===== config.mk =====
export PLATFORM = sky130hd
export DESIGN_NAME = prog_loader
export DESIGN_NICKNAME = d
export VERILOG_FILES = /design/src/rtl/prog_loader_pkg.sv /design/src/rtl/prog_loader.sv
export SDC_FILE = /design/constraint.sdc
export NUM_CORES = 1
export LEC_CHECK = 0
export ABC_CLOCK_PERIOD_IN_PS = 6500
export BUFFER_PORTS_ARGS = -buffer_cell sky130_fd_sc_hd__buf_2
export CAP_MARGIN = 15
export CORE_ASPECT_RATIO = 0.6
export CORE_MARGIN = 5
export CORE_UTILIZATION = 60
export DETAILED_ROUTE_END_ITERATION = 10
export MAX_ROUTING_LAYER = met4
export PLACE_DENSITY = 0.83
export SLEW_MARGIN = 20
export SYNTH_ARGS = -nofsm -noshare
export SYNTH_HDL_FRONTEND = slang
export SYNTH_SLANG_ARGS = --single-unit

===== constraint.sdc =====
create_clock -name clk -period 6.5 [get_ports clk]
set_input_delay 0.325 -clock clk [delete_from_list [all_inputs] [get_ports clk]]
set_output_delay 0.325 -clock clk [all_outputs]
set_load 0.1 [all_outputs]

===== src/rtl/prog_loader_pkg.sv =====
// Shared definitions for the program loader: state encoding, image magic and length-field width.
// The ROM generator and software tools use the same MAGIC bytes.
package prog_loader_pkg;

    localparam int LEN_W     = 16;
    localparam int MAGIC_LEN = 4;

    // Index 0 is the first magic byte on the wire ("ASRM").
    localparam logic [MAGIC_LEN-1:0][7:0] MAGIC = {8'h4d, 8'h52, 8'h53, 8'h41};

    typedef enum logic [2:0] {
        ST_LEN_LO,
        ST_LEN_HI,
        ST_MAGIC,
        ST_DATA,
        ST_DONE,
        ST_ERROR
    } state_t;

endpackage


===== src/rtl/prog_loader.sv =====
// Streams a length-prefixed image into instruction memory and checks its magic, holding the CPU until done.
// Latency: a byte accepted in cycle N is written (mem_we) in cycle N+1; done/error follow the same timing.
// Backpressure: in_ready depends only on state; high while loading, low in DONE/ERROR.
module prog_loader
    import prog_loader_pkg::*;
#(
    parameter int ADDR_W = 9
) (
    input  logic              clk,
    input  logic              reset,
    input  logic              start,
    input  logic              in_valid,
    input  logic [7:0]        in_data,
    output logic              in_ready,
    output logic              mem_we,
    output logic [ADDR_W-1:0] mem_addr,
    output logic [7:0]        mem_data,
    output logic              cpu_hold,
    output logic              done,
    output logic              error
);

    localparam logic [LEN_W-1:0] MAX_LEN = LEN_W'(1) << ADDR_W;
    localparam logic [LEN_W-1:0] MIN_LEN = LEN_W'(MAGIC_LEN);

    state_t             state;
    state_t             state_nxt;
    logic [LEN_W-1:0]   len;
    logic [LEN_W-1:0]   len_full;
    logic [LEN_W-1:0]   cnt_inc;
    // One bit wider than the address so a full 2^ADDR_W image is representable.
    logic [ADDR_W:0]    cnt;
    logic               accept;
    logic               wr_nxt;

    assign in_ready = (state == ST_LEN_LO) || (state == ST_LEN_HI) ||
                      (state == ST_MAGIC)  || (state == ST_DATA);
    assign done     = (state == ST_DONE);
    assign error    = (state == ST_ERROR);
    assign cpu_hold = (state != ST_DONE);
    assign accept   = in_valid && in_ready;

    always_comb begin
        state_nxt = state;
        wr_nxt    = 1'b0;
        len_full  = {in_data, len[7:0]};
        cnt_inc   = LEN_W'(cnt) + LEN_W'(1);
        case (state)
            ST_LEN_LO: begin
                if (accept) state_nxt = ST_LEN_HI;
            end
            ST_LEN_HI: begin
                if (accept) begin
                    if (len_full < MIN_LEN || len_full > MAX_LEN) state_nxt = ST_ERROR;
                    else                                          state_nxt = ST_MAGIC;
                end
            end
            ST_MAGIC: begin
                if (accept) begin
                    if (in_data == MAGIC[cnt[1:0]]) begin
                        wr_nxt = 1'b1;
                        if (cnt_inc == MIN_LEN)
                            state_nxt = (len == MIN_LEN) ? ST_DONE : ST_DATA;
                    end else begin
                        state_nxt = ST_ERROR;
                    end
                end
            end
            ST_DATA: begin
                if (accept) begin
                    wr_nxt = 1'b1;
                    if (cnt_inc == len) state_nxt = ST_DONE;
                end
            end
            default: ;
        endcase
    end

    // start wins over a byte accepted in the same cycle: its write is dropped.
    always_ff @(posedge clk) begin
        if (reset || start) begin
            state    <= ST_LEN_LO;
            len      <= '0;
            cnt      <= '0;
            mem_we   <= 1'b0;
            mem_addr <= '0;
            mem_data <= '0;
        end else begin
            state  <= state_nxt;
            mem_we <= wr_nxt;
            if (state == ST_LEN_LO && accept)
                len[7:0] <= in_data;
            if (state == ST_LEN_HI && accept) begin
                len[LEN_W-1:8] <= in_data;
                cnt            <= '0;
            end
            if (wr_nxt) begin
                mem_addr <= cnt[ADDR_W-1:0];
                mem_data <= in_data;
                cnt      <= cnt + (ADDR_W+1)'(1);
            end
        end
    end

endmodule


== Word-level counts from Yosys, hierarchy flattened ==
Cells that the tools add are included.

* Register bits after elaboration: 47
* Latch bits: 0
* RAM bits: 0
* ROM bits: 0
* Word-level logic and storage cells: 58
* Memories kept: 0

* $add $sub $neg: 2
* Multipliers: 0
* Div/mod/pow operators: 0
* Order comparisons: 3
* Eq/ne operators: 16
* Shift-type cells: 0
* Muxes and demuxes: 18
* Bitwise gates (word level): 0
* Reductions and logical operators: 12

{| class="wikitable"
|+ Operators with widths
! operator !! count
|-
| $mux 3 || 9
|-
| $mux 10 || 2
|-
| $bmux 8 s2 || 1
|-
| $eq 11x16->1 || 1
|-
| $eq 16x3->1 const B || 1
|-
| $gt 16x10->1 const B || 1
|-
| $lt 16x3->1 const B || 1
|-
| $pmux 3 s4 || 1
|-
| $add 10x1->11 const B || 1
|-
| $eq 11x3->1 const B || 1
|-
| $add 10x1->10 const B || 1
|-
| $eq 8x8->1 || 1
|-
| $mux 8 || 1
|-
| $ne 2x2->1 const B || 4
|-
| $reduce_and 7->1 || 1
|-
| $eq 3x2->1 const B || 2
|-
| $eq 3x3->1 const B || 2
|-
| $logic_or 1x1->1 || 5
|-
| $reduce_bool 4->1 || 1
|-
| $eq 3x1->1 const B || 1
|-
| $logic_and 1x1->1 || 3
|-
| $logic_not 3->1 || 1
|-
| $lt 2x3->1 const B || 1
|-
| $mux 1 || 3
|-
| 5 further kinds || 5
|}

== Depth between registers and ports, before layout ==
* Depth after elaboration: 8
* Gate-level depth with buffers: 11
* Gate-level depth less buffers: 8

== Worst setup path before layout ==
OpenSTA, ideal clock, no wires.

* Path type: register to output
* Start point: reg state[2]
* End point: out error
* Arrival: 2.984 ns
* Data required time: 6.175 ns
* Slack: 3.191 ns
* Cell stages (with the launch flop): 3
* Path buffers: 0
* Cell sequence: dfxtp_1 -> inv_1 -> nor3_1

* Longest elaborated chain between the ends: 1

{| class="wikitable"
|+ Ends and longest elaborated chain
! what !! line !! source
|-
| from (decl) || prog_loader.sv:26 || <nowiki>state_t state;</nowiki>
|-
| from (signal assigned) || prog_loader.sv:89 || <nowiki>state <= state_nxt;</nowiki>
|-
| $eq 3x3->1 || prog_loader.sv:39 || <nowiki>assign error = (state == ST_ERROR);</nowiki>
|-
| to (decl) || prog_loader.sv:20 || <nowiki>output logic error</nowiki>
|}

Every way passes these cells.

== Worst setup path in the final report ==
* Start point: reg cnt[0]
* End point: reg cnt[8]

* Longest elaborated chain between the ends: 7
* Elaborated cells between the ends (all ways): 9
* Classes of those cells: add/sub (1); eq/ne (1); mux (6); reduce/logical (1)

{| class="wikitable"
|+ Ends and longest elaborated chain
! what !! line !! source
|-
| from (decl) || prog_loader.sv:32 || <nowiki>logic [ADDR_W:0] cnt;</nowiki>
|-
| from (signal assigned) || prog_loader.sv:100 || <nowiki>cnt <= cnt + (ADDR_W+1)'(1);</nowiki>
|-
| $bmux 8 s2 || prog_loader.sv:60 || <nowiki>if (in_data == MAGIC[cnt[1:0]]) begin</nowiki>
|-
| $mux 8 (not written as such) || prog_loader.sv:60 ||
|-
| $eq 8x8->1 || prog_loader.sv:60 ||
|-
| $mux 1 || prog_loader.sv:60 ||
|-
| $mux 1 || prog_loader.sv:59 || <nowiki>if (accept) begin</nowiki>
|-
| $pmux 1 s2 || prog_loader.sv:48 || <nowiki>case (state)</nowiki>
|-
| $mux 10 / $reduce_bool 2->1 (equally long branches) || -- ||
|}

Several ways; a longest one is shown, not always the timed one. The select of a mux whose other input is x is not followed.
A chain may end at the register's enable or synchronous reset.

==> reports/metrics.cfg <==
[grt]
grt_first_pass_wirelength_um = 10200
grt_usage_pct = 24.0
grt_max_degree = 48
grt-ovfl-total = 0
first_global_vias = 2098
antenna_found_initial = 0

[floorplan]
rows = 18
dieArea_mm2 = 0.00557
die_w_um = 93.1
start_util_pct = 61.3
die_y_um = 59.9
coreArea_mm2 = 0.00405
num_io_pins = 34

[timing]
finalHoldViolCount = 0
period_share_pct = 45.8
maxSlewHeadroom_pct = 37.9
fmax_mhz = 336
worstMarginPinSlew_ps = 931
tns_ps = 0
setup_viol = 0
rsz0062_at_grt = no
whs_ps = 306
finClkSkew_ps = 3.76
slew_violations = 0
min_period_ps = 2980

[setup_path]
rr_worst_depth = 8
crit_arrival_ps = 3190
worstSetupEndpointType = flop
required_ps = 6710
crit_fanout = 32
crit_path_start_kind = flop
crit_type = flop to flop

[finish]
nFillCells = 354
drive_above_1_share_pct = 14.1
fin_area_mm2 = 0.00275
areaGrowthSynthToFinish_pct = 10.7
layout.nets = 360
antennaDiodeCount = 0
multi_input_area_mm2 = 0.00141
finalNonFillerCells = 397
register_area_um2 = 941

[placement]
place_inst = 389
dpl_cell_area_mm2 = 0.00261
place.gp.congestion = 0.921
port_buffers = 33
detailed_place_hpwl_um = 4290

[drt]
vias = 2413
vias_per_cell = 6.08
drc = 0
drt_iter0_markers = 148
drt-wirelength-per-cell_um = 15.6
dr.pass1.iters = 5
drt-total-wl_um = 6210
ant_nets = 0

[clock_network]
clock_latency_ps = 300
clock-sinks = 47
hold_buffers = 0
tritoncts = done
post_cts_buffers = 0
clockBufferDepth = 2
htreeDepth = 2
cts.repair.resized = 0
cts_root_buf = clkbuf_8
path_clk_slew_ps = 90
cts_buffers = 5

[pwr]
power_leakage_nw = 1.04
peakVddDrop_mv = 0.139
power_density_mw_per_mm2 = 215

[synth]
synthFlopType = dfxtp_1
synth-xor-area-share_pct = 4.23
yosysSeqAreaShare_pct = 37.9
synth-simple-area-share_pct = 29.2
synthMuxAreaShare_pct = 0.806
syn_avg_cell_area_um2 = 7.58
synth_cell_types = 54
syn_inst = 328
synth_area_leaders = dfxtp_1 (38%), nand2_1 (12%), a21oi_1 (9.3%), xor2_1 (2.8%), a311oi_1 (2.5%)
synth-compound-area-share_pct = 21.2
synth_edf_count = 0
syn-num-nets = 342
synth_most_common_cell = nand2_1
yosysTopAreaCell = dfxtp_1
netlist_area_mm2 = 0.00248
async_flop_share_pct = 0
yosysTopAreaCellShare_pct = 37.9
yosys-top-cells-count = nand2_1 (79), dfxtp_1 (47), a21oi_1 (46), nor2_1 (14), clkbuf_1 (13)
synth-seq-cells = 47
synthAdderAreaFrac_pct = 1.01
synth_top_family_by_area = simple AND/OR/NAND/NOR gates
synth_warnings = 0

[hold_path]
hp-class = primary input to flop
whs_path_depth = 3

[run]
maxCapViolations = 0

[run_status]
status = finished, final reports clean

area by class of cell:
type                    count  share of cell area [%]
inverters                   9                    1.23
flip-flops and latches     47                    34.2
well taps                  50                    2.27
multi-input cells         249                    51.2
clock inverters             2                    2.18
repair buffers             34                    6.28
clock buffers               6                    2.64
sequential cells by signal (all words and copies together), names as in the netlist:
name,flops
cnt,10
len,16
mem_addr,9
mem_data,8
mem_we,1
state,3
kinds of logic (layout without fill, tap and decap cells):
family / after synthesis / count (layout)
flip-flops: 47 / 47
AO/OA/AOI/OAI: 82 / 82
buffers and inverters: 32 / 51
multiplexers: 2 / 2
adder cells (fa/ha/maj): 2 / 2
AND/OR/NAND/NOR: 151 / 151
XOR/XNOR: 12 / 12
worst paths after layout:
path / slack [ps] / startpoint / end
max: 3520 / cnt[0]$_SDFFE_PP0P_ / cnt[8]$_SDFFE_PP0P_
min: 310 / in_data[5] / len[13]$_SDFFE_PP0P_
max reg2reg: 3520 / cnt[0]$_SDFFE_PP0P_ / cnt[8]$_SDFFE_PP0P_
min reg2reg: 450 / mem_addr[6]$_SDFFE_PP0P_ / mem_addr[6]$_SDFFE_PP0P_
worst max-delay path, cell delays in order, from the launching register on:
cell and delay, ps:
dfxtp_1 500, inv_1 100, ha_1 350, and3b_1 220
o2111ai_1 160, nor2_2 260, o211a_1 800, o21ai_0 200
a311oi_1 290
where the power goes:
| group | internal [mW] | leakage (nW) | switching (mW) |
|---|---|---|---|
| clock network | 0.154 | 0.0654 | 0.0990 |
| registers | 0.291 | 0.379 | 0.00505 |
| logic | 0.0129 | 0.600 | 0.0310 |
routing by layer:
metal	global-route usage [%]	routed length [um]	vias to the layer above	share of wire [%]
met2	34.8	2610	90	42
met5	-	0	-	0
li1	-	-	1193	-
met4	6.26	76	0	1.2
met3	5.66	502	9	8.1
met1	33.6	3020	1121	49
layout by cell type, fill, tap and decap left out, types with 5 or more instances in the layout:
| cell type | n |
|---|---|
| nand2b_1 | 5 |
| nand2_1 | 79 |
| buf_2 | 33 |
| nor3_1 | 8 |
| a311oi_1 | 7 |
| dfxtp_1 | 47 |
| inv_1 | 9 |
| a21oi_1 | 46 |
| a31oi_1 | 5 |
| and3_1 | 5 |
| nor4_1 | 5 |
| nand3_1 | 7 |
| nor2_1 | 14 |
| clkbuf_8 | 5 |
| xor2_1 | 8 |
| nand4_1 | 7 |
through the flow:
stage,utilization (%),total power [mW],worst slack (ps)
after floorplan,-,0.330,3190
after global placement,64.4,0.344,3690
after detailed placement,64.4,0.345,3590
after CTS,67.7,0.594,3570
after global routing,67.8,0.613,3200
final,67.8,0.592,3520
Power figures use the tool's default switching activity.
